**src/rtl/target_table_loader.sv**
```systemverilog
// target_table_loader
//   Writer side of the PC branch-target lookup. Holds a 2**IDX_W-entry table
//   of TGT_W-bit branch targets that the fetch unit reads combinationally,
//   and reloads it at run time from a byte stream over valid/ready.
//   Each entry arrives as a low byte followed by a high byte whose upper bits
//   must be zero (otherwise Err is raised, but the entry is still written).
//   The supported range is 9 <= TGT_W <= 15.
//
// Ports:
//   Clk, Reset_n          clock, asynchronous active-low reset
//   Load_start            one-cycle burst request (honoured in IDLE only)
//   Load_base, Load_count first index and entry count (count clamped to depth)
//   In_valid, In_data     host byte stream
//   In_ready              loader accepts a byte this cycle
//   Busy, Done, Err       burst in progress / completion pulse / sticky error
//   Addr, Target          combinational read port for fetch
module target_table_loader #(
    parameter int unsigned IDX_W = 4,
    parameter int unsigned TGT_W = 12
) (
    input  logic               Clk,
    input  logic               Reset_n,
    input  logic               Load_start,
    input  logic [IDX_W-1:0]   Load_base,
    input  logic [IDX_W:0]     Load_count,
    input  logic               In_valid,
    input  logic [7:0]         In_data,
    output logic               In_ready,
    output logic               Busy,
    output logic               Done,
    output logic               Err,
    input  logic [IDX_W-1:0]   Addr,
    output logic [TGT_W-1:0]   Target
);

    localparam int unsigned    DEPTH   = 2 ** IDX_W;
    localparam int unsigned    HI_W    = TGT_W - 8;
    localparam logic [IDX_W:0] CNT_MAX = {1'b1, {IDX_W{1'b0}}};
    localparam logic [IDX_W:0] CNT_ONE = {{IDX_W{1'b0}}, 1'b1};
    localparam logic [IDX_W-1:0] PTR_ONE = {{(IDX_W-1){1'b0}}, 1'b1};

    typedef enum logic [1:0] {
        IDLE = 2'd0,
        LO   = 2'd1,
        HI   = 2'd2,
        FIN  = 2'd3
    } state_t;

    state_t           state_q;
    logic [IDX_W-1:0] ptr_q;
    logic [IDX_W:0]   rem_q;
    logic [7:0]       lo_q;
    logic             in_ready_q;
    logic             busy_q;
    logic             done_q;
    logic             err_q;
    logic [TGT_W-1:0] tbl_q [DEPTH];
    logic [IDX_W:0]   count_d;

    // Requests larger than the table are clamped to one full pass.
    assign count_d = (Load_count > CNT_MAX) ? CNT_MAX : Load_count;

    // Outputs are registered: each transition also sets the flags that
    // belong to the destination state.
    always_ff @(posedge Clk or negedge Reset_n) begin
        if (!Reset_n) begin
            state_q    <= IDLE;
            ptr_q      <= '0;
            rem_q      <= '0;
            lo_q       <= '0;
            in_ready_q <= 1'b0;
            busy_q     <= 1'b0;
            done_q     <= 1'b0;
            err_q      <= 1'b0;
            for (int unsigned i = 0; i < DEPTH; i++) begin
                tbl_q[i] <= '0;
            end
        end else begin
            done_q <= 1'b0;
            case (state_q)
                IDLE: begin
                    if (Load_start) begin
                        err_q <= 1'b0;
                        ptr_q <= Load_base;
                        rem_q <= count_d;
                        if (count_d == '0) begin
                            state_q <= FIN;
                            done_q  <= 1'b1;
                        end else begin
                            state_q    <= LO;
                            in_ready_q <= 1'b1;
                            busy_q     <= 1'b1;
                        end
                    end
                end
                LO: begin
                    if (In_valid) begin
                        lo_q    <= In_data;
                        state_q <= HI;
                    end
                end
                HI: begin
                    if (In_valid) begin
                        tbl_q[ptr_q] <= {In_data[HI_W-1:0], lo_q};
                        if (|In_data[7:HI_W]) begin
                            err_q <= 1'b1;
                        end
                        ptr_q <= ptr_q + PTR_ONE;
                        rem_q <= rem_q - CNT_ONE;
                        if (rem_q == CNT_ONE) begin
                            state_q    <= FIN;
                            done_q     <= 1'b1;
                            busy_q     <= 1'b0;
                            in_ready_q <= 1'b0;
                        end else begin
                            state_q <= LO;
                        end
                    end
                end
                FIN: begin
                    state_q <= IDLE;
                end
                default: begin
                    state_q <= IDLE;
                end
            endcase
        end
    end

    assign In_ready = in_ready_q;
    assign Busy     = busy_q;
    assign Done     = done_q;
    assign Err      = err_q;
    assign Target   = tbl_q[Addr];

endmodule

```
**config.mk**
```make
export PLATFORM = sky130hd
export DESIGN_NAME = target_table_loader
export DESIGN_NICKNAME = d
export VERILOG_FILES = /design/src/rtl/target_table_loader.sv
export SDC_FILE = /design/constraint.sdc
export NUM_CORES = 1
export LEC_CHECK = 0
export CORE_UTILIZATION = 54
export CTS_BUF_LIST = sky130_fd_sc_hd__clkbuf_8
export CTS_CLUSTER_DIAMETER = 40
export CTS_CLUSTER_SIZE = 30
export DETAILED_ROUTE_END_ITERATION = 12
export DONT_BUFFER_PORTS = 1
export GPL_ROUTABILITY_DRIVEN = 0
export PLACE_DENSITY_LB_ADDON = 0.05
export SLEW_MARGIN = 30
export SYNTH_ARGS = -nofsm -noshare
export SYNTH_HDL_FRONTEND = slang
export SYNTH_SLANG_ARGS = --single-unit
```
**constraint.sdc**
```tcl
create_clock -name Clk -period 3.59 [get_ports Clk]
set_input_delay 0 -clock Clk [delete_from_list [all_inputs] [get_ports Clk]]
set_output_delay 0 -clock Clk [all_outputs]
set_load 0.005 [all_outputs]
```
==> results of run 1 <==
-- worst max-delay path by stage --
stage	startpoint	to	slack, ns	depth (start not counted)
detailed placement	state_q[1]$_DFFE_PN0P_	tbl_q[36]$_DFFE_PN0P_	1.28	4
global route	state_q[1]$_DFFE_PN0P_	tbl_q[154]$_DFFE_PN0P_	0.99	6
CTS	state_q[1]$_DFFE_PN0P_	tbl_q[154]$_DFFE_PN0P_	1.11	6
global placement	state_q[1]$_DFFE_PN0P_	tbl_q[42]$_DFFE_PN0P_	1.32	4
floorplan	state_q[0]$_DFFE_PN0P_	tbl_q[56]$_DFFE_PN0P_	1.98	7
finish	state_q[1]$_DFFE_PN0P_	tbl_q[154]$_DFFE_PN0P_	1.11	6
-- layout by cell type, fill, tap and decap left out, types with 2 or more instances in the layout --
cell | synthesis | final
inv_1 | 5 | 6
nor2_1 | 6 | 5
nand2_1 | 25 | 25
nand3_1 | 5 | 5
dfrtp_1 | 214 | 214
dlygate4sd3_1 | 0 | 25
mux4_2 | 48 | 48
a221oi_1 | 2 | 2
inv_6 | 0 | 4
clkinv_4 | 0 | 3
a22oi_1 | 24 | 24
clkinv_2 | 0 | 7
nand2b_1 | 6 | 6
mux2_2 | 187 | 187
nand3_2 | 3 | 3
mux2i_1 | 2 | 2
buf_4 | 5 | 10
clkbuf_8 | 0 | 37
mux2_1 | 13 | 13
clkinvlp_4 | 0 | 6
nand4_1 | 4 | 4
a21oi_1 | 7 | 7
o22a_1 | 2 | 2
bufinv_16 | 0 | 4
o21ai_0 | 10 | 10
nor2_2 | 12 | 13
nor2b_1 | 5 | 4
ha_1 | 6 | 6
-- per-stage QoR --
step	cells	setup slack (ns)	utilization, %	cell area, µm²	hold slack [ns]
after floorplan	655	1.978	-	9952	-0.2956
after global placement	844	1.316	55.37	9981	-0.2902
after detailed placement	844	1.284	55.40	9986	-0.2897
after CTS	932	1.112	61.15	11020	-0.8601
after global routing	932	0.9919	61.15	11020	-0.8676
final	932	1.107	61.15	11020	-0.8344
-- critical path, stage by stage, from the launching register on --
cell,delay (ns)
dfrtp_1,0.54
nor2b_4,0.35
buf_4,0.29
nand4_1,0.11
buf_4,0.25
mux2_2,0.29
dlygate4sd3_1,0.55
-- timing repair --
action                                  4_1_cts  5_1_grt
setup buffers                                 0        0
endpoints found under the hold margin       322      214
endpoints found under the setup margin        0        0
-- power by group through the flow --
stage | Sequential, mW | Combinational [mW] | Clock (mW)
finish | 4.04 | 1.86 | 2.37
global route | 4.17 | 2.03 | 2.54
CTS | 4.03 | 1.88 | 2.43
detailed placement | 4.08 | 1.79 | 0
global placement | 3.99 | 1.71 | 0
floorplan | 3.70 | 1.72 | 0
-- final cells by class --
class                   instances  area, µm²
fillers                      1416       7003
flip-flops and latches        214       5355
multi-input cells             386       4250
clock buffers                  37      509.2
repair buffers                 35      325.3
well taps                     229      286.5
clock inverters                26      276.5
inverters                       5      18.77
-- flip-flops by register name (all words and copies together), names as in the netlist --
register,count
rem_q,5
state_q,2
ptr_q,4
Busy,1
Err,1
lo_q,8
tbl_q,192
Done,1
-- Yosys cell counts, types with 2 or more instances --
cell type  instances
mux4_2            48
a22oi_1           24
dfrtp_1          214
nor2_1             6
mux2_1            13
buf_6             15
nand4_1            4
inv_1              5
a221oi_1           2
o22a_1             2
mux2i_1            2
mux2_2           187
nand2b_1           6
nand2_1           25
nand3_2            3
nor2_2            12
ha_1               6
clkbuf_1          19
a21oi_1            7
nand3_1            5
nor2b_1            5
buf_2             11
buf_4              5
o21ai_0           10
-- cell families (layout without fill, tap and decap cells) --
family | Yosys count | count (layout) | synth area share [%]
simple gates | 77 | 77 | 4.589
flops | 214 | 214 | 53.81
compound gates | 53 | 53 | 3.621
buf+inv | 55 | 103 | 3.533
mux | 250 | 250 | 33.69
fa+ha+maj | 6 | 6 | 0.7543
-- metal layers --
| metal | up-vias | part of all wire, % | global-route usage, % |
|---|---|---|---|
| li1 | 2483 | - | - |
| met1 | 3006 | 44 | 33.03 |
| met2 | 118 | 49 | 40.87 |
| met3 | 33 | 4.3 | 4.562 |
| met4 | 0 | 1.9 | 7.729 |
| met5 | - | 0 | 0 |
==> results.json, run 1 <==
{
  "p_per_area_nw_per_um2": 750.2,
  "p_leak_nw": 5.129,
  "cts_tree": "yes",
  "htreeDepth": 2,
  "setup_tns_ns": 0,
  "p_comb_share_pct": 22.5,
  "portBuffers": 0,
  "antenna_found_initial": 0,
  "area_growth_pct": 10.75,
  "endpoint_kind": "register",
  "synthTopCellsByArea": "dfrtp_1, mux2_2, mux4_2",
  "crit_arrival_ns": 2.89,
  "status": "finished with violations",
  "slew_violations": 0,
  "synth.top_cell.area_share_pct": 53.81,
  "clkSlewWorstSetupHoldPaths_ns": 0.08,
  "worst_ep_required_time_ns": 4.00,
  "dr.pass1.iters": 4,
  "core_area_um2": 18020,
  "synth.net_count": 686,
  "grt_pass1_wl_um": 34590,
  "drtIter0Drc": 326,
  "slew_headroom_pct": 41.44,
  "async_reset_ff_share_pct": 100.0,
  "clock_skew_ns": 0.03285,
  "hold_slack_ns": -0.8344,
  "max_cap_violations": 0,
  "rrSetupSlack_ns": 1.11,
  "reg2regPathDepth": 6,
  "avgViaCountPerCell": 6.052,
  "via_count": 5640,
  "totalWireLength_um": 21700,
  "fmax_mhz": 402.8,
  "ys_ff_latch": 214,
  "violations": "negative hold slack",
  "cts_buffers": 35,
  "avgRoutedWirePerCell_um": 23.29,
  "die_x_um": 137.8,
  "syn_avg_cell_area_um2": 15.19,
  "drive_above_1_share_pct": 47.08,
  "rsz0062_at_grt": "false",
  "reg2reg_from": "state_q[1]$_DFFE_PN0P_",
  "die_area_um2": 18980,
  "yosysTopAreaCell": "dfrtp_1",
  "internal_power_mw": 5.805,
  "clock-sinks": 214,
  "fin_nets": 708,
  "ys.flop_type": "dfrtp_1",
  "tightest_slew_ns": 0.8775,
  "finalPower_mw": 8.268,
  "pwr-share-clk_pct": 28.7,
  "hp-class": "primary input to asynchronous set/reset pin",
  "grt_pass1_vias": 6179,
  "io_pins": 41,
  "critical_path_class": "register to register",
  "clk_path_buf_depth": 3,
  "rows": 49,
  "grt_max_degree": 215,
  "fin_crit_ns": 2.483,
  "finalCritPeriodShare_pct": 69.16,
  "initial_utilization_pct": 55.21,
  "ant_nets": 0,
  "hold_buffers": 25,
  "synth.cell_area_um2": 9952,
  "power_switching_mw": 2.464,
  "cts_root_buf": "clkbuf_8",
  "drc": 0,
  "finalHoldViolCount": 214,
  "swShare_pct": 29.80,
  "clk_latency_ns": 0.52,
  "setup_viol": 0,
  "cp_max_fo": 21,
  "gr-total-overflow": 0,
  "startpoint_type": "register",
  "postSynthCellCount": 655,
  "power_frac_seq_pct": 48.9,
  "die_y_um": 137.8,
  "timing.rr.end": "tbl_q[154]$_DFFE_PN0P_",
  "cts_resized": 0,
  "vdd_drop_max_v": 0.0004242,
  "ys_seq_area_share_pct": 53.81,
  "ys_warn_count": 0,
  "synth_edf_count": 0,
  "gr-usage-all-layers_pct": 24.67,
  "yosysUniqueCellTypes": 43,
  "place_hpwl_um": 13020,
  "antenna_cells": 0
}
Power figures use the tool's default switching activity.
==> inputs of run 2 (changes only) <==
--- a/config.mk
+++ b/config.mk
@@ -5,6 +5,7 @@
 export SDC_FILE = /design/constraint.sdc
 export NUM_CORES = 1
 export LEC_CHECK = 0
+export ABC_AREA = 1
 export CORE_UTILIZATION = 54
 export CTS_BUF_LIST = sky130_fd_sc_hd__clkbuf_8
 export CTS_CLUSTER_DIAMETER = 40
==> constraint.sdc (replaced) <==
create_clock -name Clk -period 2.1 [get_ports Clk]
set_input_delay 0 -clock Clk [delete_from_list [all_inputs] [get_ports Clk]]
set_output_delay 0 -clock Clk [all_outputs]
set_load 0.005 [all_outputs]
==> results.json, run 2 <==
{
  "setup_tns_ns": 0,
  "die_area_um2": 20920,
  "drtIter0Drc": 604,
  "synth_compound_area_share_pct": 11.98,
  "busiest_layer": "met2",
  "synthMuxAreaShare_pct": 0,
  "p_leak_nw": 5.758,
  "initial_utilization_pct": 55.71,
  "ff_latch_area_um2": 5355,
  "io_pins": 41,
  "drc": 0,
  "via_count": 8812,
  "power_switching_mw": 5.384,
  "gr-total-overflow": 0,
  "fmax_mhz": 540.3,
  "synth_commonest_cells": "nand2_1, dfrtp_1, inv_1, nand3_1, o21ai_0",
  "clkSlewWorstSetupHoldPaths_ns": 0.07,
  "area_growth_pct": 9.009,
  "max_cap_violations": 0,
  "synth.net_count": 1432,
  "status": "finished with violations",
  "synth_top_family_by_area": "simple AND/OR/NAND/NOR gates",
  "synthAdderAreaFrac_pct": 0.6834,
  "use_met3_pct": 4.007,
  "p_per_area_nw_per_um2": 1258,
  "finalHoldViolCount": 214,
  "grtUsageMet2_pct": 44.31,
  "synth.cell_area_um2": 10990,
  "drive_above_1_share_pct": 11.06,
  "avgViaCountPerCell": 5.258,
  "violations": "negative hold slack",
  "ys_warn_count": 0,
  "synthTopCellsByArea": "dfrtp_1, nand2_1, nand3_1",
  "p_comb_share_pct": 29.6,
  "yosysMostFrequentCell": "nand2_1",
  "critical_path_class": "register to register",
  "largest_register": "tbl_q",
  "gr-usage-all-layers_pct": 27.93,
  "synth-xor-area-share_pct": 0.07973,
  "synth_edf_count": 0,
  "startpoint_type": "register",
  "final_cell_mix": "nand2_1, dfrtp_1, inv_1",
  "multi_input_area_um2": 4323,
  "n_fill_cell": 1825,
  "hold_slack_ns": -0.8231,
  "power_frac_seq_pct": 44.0,
  "clock-sinks": 214,
  "final_util_pct": 60.73,
  "cts_resized": 0,
  "final_common_cell": "nand2_1",
  "stdcell_count": 1676,
  "swShare_pct": 35.73,
  "ys_seq_area_share_pct": 48.75,
  "hold_buffers": 21,
  "avgRoutedWirePerCell_um": 16.38,
  "grt_pass1_vias": 8274,
  "post-cts-setup-buffers": 0,
  "reg_top3": "tbl_q: 192 flops, lo_q: 8 flops, rem_q: 5 flops",
  "place_hpwl_um": 16280,
  "rsz0062_at_grt": "false",
  "slew_headroom_pct": 50.87,
  "grt_max_degree": 215,
  "ys.flop_type": "dfrtp_1",
  "fin_nets": 1418,
  "synth.top_cell.area_share_pct": 48.75,
  "yosysTopAreaCell": "dfrtp_1",
  "crit_arrival_ns": 2.22,
  "clk_latency_ns": 0.53,
  "die_y_um": 144.6,
  "syn_avg_cell_area_um2": 7.841,
  "cp_max_fo": 24,
  "async_reset_ff_share_pct": 100.0,
  "pwr-share-clk_pct": 26.5,
  "worst_slack_ns": 0.2493,
  "clock_skew_ns": 0.02220,
  "cts_buffers": 34,
  "clk_path_buf_depth": 3,
  "use_met1_pct": 39.90,
  "dp_slack_ns": 0.2930,
  "htreeDepth": 2,
  "yosysUniqueCellTypes": 28,
  "grt_pass1_wl_um": 44520,
  "portBuffers": 0,
  "totalWireLength_um": 27450,
  "placed_cells": 1595,
  "ys_ff_latch": 214,
  "core_area_um2": 19720,
  "cts_tree": "yes",
  "internal_power_mw": 9.685,
  "finalCritPeriodShare_pct": 88.13,
  "vdd_drop_max_v": 0.0007271,
  "postSynthCellCount": 1401,
  "die_x_um": 144.6,
  "worst_ep_required_time_ns": 2.47,
  "setup_viol": 0,
  "dr.pass1.iters": 5,
  "endpoint_kind": "register",
  "antenna_found_initial": 0,
  "largest_reg_flops": 192,
  "synth-simple-area-share_pct": 26.61,
  "tightest_slew_ns": 0.7346,
  "cts_root_buf": "clkbuf_8",
  "antenna_cells": 0,
  "hp-class": "primary input to asynchronous set/reset pin",
  "ant_nets": 0,
  "fin_crit_ns": 1.851,
  "rows": 51,
  "slew_violations": 0
}
==> run 2: power by group through the flow <==
stage / combinational (mW) / clock [mW] / sequential (mW)
after floorplan: 3.64 / 0 / 6.40
after global placement: 4.29 / 0 / 6.63
after detailed placement: 4.39 / 0 / 6.69
after CTS: 4.48 / 4.06 / 6.63
after global routing: 5.11 / 4.23 / 6.83
final: 4.46 / 3.99 / 6.62
==> run 2: layout make-up <==
cell class,count,area share [%]
clock buffers,39,4.482
clock inverters,21,1.828
inverters,207,6.551
multi-input cells,892,36.10
flip-flops and latches,214,44.72
well taps,265,2.769
repair buffers,38,3.552
==> run 2: final timing paths <==
path / start / endpoint / slack, ns / cells after the start
min: Reset_n / tbl_q[12]$_DFFE_PN0P_ / -0.82 / 0
max: state_q[1]$_DFFE_PN0P_ / tbl_q[48]$_DFFE_PN0P_ / 0.25 / 7
max in group asynchronous: Reset_n / tbl_q[156]$_DFFE_PN0P_ / 2.60 / 0
min reg2reg: tbl_q[175]$_DFFE_PN0P_ / tbl_q[175]$_DFFE_PN0P_ / 0.48 / 2
min in group Clk: In_valid / lo_q[6]$_DFFE_PN0P_ / 0.08 / 2
max reg2reg: state_q[1]$_DFFE_PN0P_ / tbl_q[48]$_DFFE_PN0P_ / 0.25 / 7
==> run 2: critical path, stage by stage, from the launching register on <==
cell	delay, ns
dfrtp_1	0.47
inv_2	0.09
nor2_4	0.21
nand2_4	0.11
inv_8	0.14
nand2_4	0.10
nor2_4	0.41
o21ai_0	0.15
==> run 2: layer usage <==
metal	vias to the layer above	part of all wire (%)	wire length [µm]
met5	-	0	0
met4	0	1.6	447
met3	36	5.6	1531
met2	241	46	12570
met1	4182	47	12900
li1	4353	-	-
==> run 2: cell families after synthesis <==
| group | Yosys count |
|---|---|
| adders and majority gates | 6 |
| buffers and inverters | 295 |
| and+or+nand+nor | 664 |
| AOI/OAI and AO/OA | 221 |
| xor gates and xnor gates | 1 |
| DFF | 214 |
==> run 2: stage by stage <==
stage               power (mW)  area, µm²
floorplan                10.04      10990
global placement         10.92      11010
detailed placement       11.08      11010
CTS                      15.16      11980
global route             16.17      11980
finish                   15.07      11980
==> inputs of run 3 (changes only) <==
==> constraint.sdc (replaced) <==
create_clock -name Clk -period 2.1 [get_ports Clk]
set_input_delay 0.315 -clock Clk [delete_from_list [all_inputs] [get_ports Clk]]
set_output_delay 0.315 -clock Clk [all_outputs]
set_load 0.005 [all_outputs]
==> results.json, run 3 (synthesis results as in run 2) <==
{
  "stdcell_count": 1667,
  "totalWireLength_um": 27140,
  "n_fill_cell": 1822,
  "worst_ep_required_time_ns": 2.46,
  "initial_utilization_pct": 55.71,
  "dr.pass1.iters": 5,
  "endpoint": "tbl_q[60]$_DFFE_PN0P_",
  "fin_nets": 1413,
  "status": "finished with violations",
  "die_area_um2": 20920,
  "worstSetupStartpoint": "state_q[1]$_DFFE_PN0P_",
  "antenna_cells": 0,
  "slew_headroom_pct": 57.81,
  "place_hpwl_um": 16200,
  "placed_cells": 1597,
  "reg_top3": "tbl_q: 192 flops, lo_q: 8 flops, rem_q: 5 flops",
  "vdd_drop_max_v": 0.0008957,
  "area_growth_pct": 9.306,
  "die_y_um": 144.6,
  "worst_path_max_delay_cell": "dfrtp_1",
  "via_count": 8739,
  "drtIter0Drc": 704,
  "cts_root_buf": "clkbuf_8",
  "cts_buffers": 36,
  "core_area_um2": 19720,
  "critical_path_class": "register to register",
  "setup_viol": 0,
  "rsz0062_at_grt": "false",
  "fin_area_um2": 12010,
  "drc": 0,
  "p_leak_nw": 5.790,
  "timing.rr.end": "tbl_q[60]$_DFFE_PN0P_",
  "reg2regPathDepth": 7,
  "max_cap_violations": 0,
  "gr-total-overflow": 0,
  "fin_crit_ns": 1.844,
  "cp_max_fo": 24,
  "ant_nets": 0,
  "startpoint_type": "register",
  "crit_arrival_ns": 2.21,
  "clk_latency_ns": 0.53,
  "reg2reg_from": "state_q[1]$_DFFE_PN0P_",
  "finalCritPeriodShare_pct": 87.80,
  "final_cell_mix": "nand2_1, dfrtp_1, inv_1",
  "finalHoldViolCount": 214,
  "worstPathCellList": "inv_2 > nor2_4 > nand2_4 > inv_8 > nand2_4 > nor2_4 > o21ai_0",
  "rrSetupSlack_ns": 0.26,
  "slew_violations": 0,
  "p_per_area_nw_per_um2": 1295,
  "clk_path_buf_depth": 3,
  "violations": "negative hold slack",
  "die_x_um": 144.6,
  "io_pins": 41,
  "endpoint_kind": "register",
  "clkSlewWorstSetupHoldPaths_ns": 0.07,
  "hold_slack_ns": -0.5030,
  "slowest_delay_ns": 0.45,
  "hp-class": "primary input to asynchronous set/reset pin",
  "clock-sinks": 214,
  "tightest_slew_ns": 0.6308,
  "largest_register": "tbl_q",
  "grt_max_degree": 215,
  "avgRoutedWirePerCell_um": 16.28,
  "avgViaCountPerCell": 5.242,
  "portBuffers": 0,
  "grt_pass1_wl_um": 44130,
  "cts_tree": "yes",
  "rows": 51,
  "hold_buffers": 12,
  "grt_pass1_vias": 8284,
  "worst_slack_ns": 0.2563,
  "finalPower_mw": 15.55,
  "largest_reg_flops": 192,
  "fmax_mhz": 542.4,
  "clock_skew_ns": 0.02602,
  "antenna_found_initial": 0,
  "dp_slack_ns": 0.2898,
  "place_area_um2": 11040,
  "drive_above_1_share_pct": 11.20,
  "gr-usage-all-layers_pct": 27.68,
  "final_common_cell": "nand2_1",
  "htreeDepth": 2,
  "setup_tns_ns": 0
}
## run 3: changes by cell type in the layout (fill, tap and decap cells not counted), sizes merged
cell         delta
buf             +2
bufinv          +4
clkbuf          +1
clkinv          -2
clkinvlp        -5
dlygate4sd3     -9
## run 3: where the power goes
group          switching [mW]  internal (mW)  leakage (nW)
Clock                    1.76           2.75         0.441
Sequential              0.781           5.82          2.34
Combinational            2.80           1.64          3.01
Total                    5.34           10.2          5.79
## run 3: worst min path at each step
stage	to	from	depth (start not counted)	slack, ns
after CTS	state_q[1]$_DFFE_PN0P_	Reset_n	0	-0.54
after detailed placement	tbl_q[3]$_DFFE_PN0P_	Reset_n	0	0.03
after global placement	tbl_q[3]$_DFFE_PN0P_	Reset_n	0	0.03
final	tbl_q[27]$_DFFE_PN0P_	Reset_n	0	-0.50
after global routing	tbl_q[158]$_DFFE_PN0P_	Reset_n	0	-0.54
after floorplan	Busy$_DFFE_PN0P_	Reset_n	0	0.02
## run 3: per-layer routing
metal / track usage [%] / routed length, µm
met1: 38.88 / 12640
met2: 43.29 / 12360
met3: 4.834 / 1552
met4: 9.197 / 589
met5: 0 / 0
## run 3: metrics by stage
step,hold slack (ns),utilization [%]
final,-0.5030,60.90
after global routing,-0.5439,60.90
after CTS,-0.5433,60.90
after detailed placement,0.02618,55.97
after global placement,0.02745,55.97
after floorplan,0.01941,-
## run 3: worst max-delay path: cells and delay by family (launching register included)
kind | cells | cell delay [ns]
and+or+nand+nor | 4 | 0.82
DFF | 1 | 0.45
buffers and inverters | 2 | 0.23
AOI/OAI and AO/OA | 1 | 0.17
## run 3: final cells by class
class,instances,area [µm²],area share (%)
repair buffers,31,362.8,3.022
well taps,265,331.6,2.761
clock inverters,18,300.3,2.501
multi-input cells,892,4323,36.00
inverters,207,784.5,6.533
flip-flops and latches,214,5355,44.60
clock buffers,40,550.5,4.585
## run 3: what timing repair did
action | 4_1_cts | 5_1_grt
resized for setup | 0 | 0
hold endpoints to repair | 271 | 214
setup buffers | 0 | 0
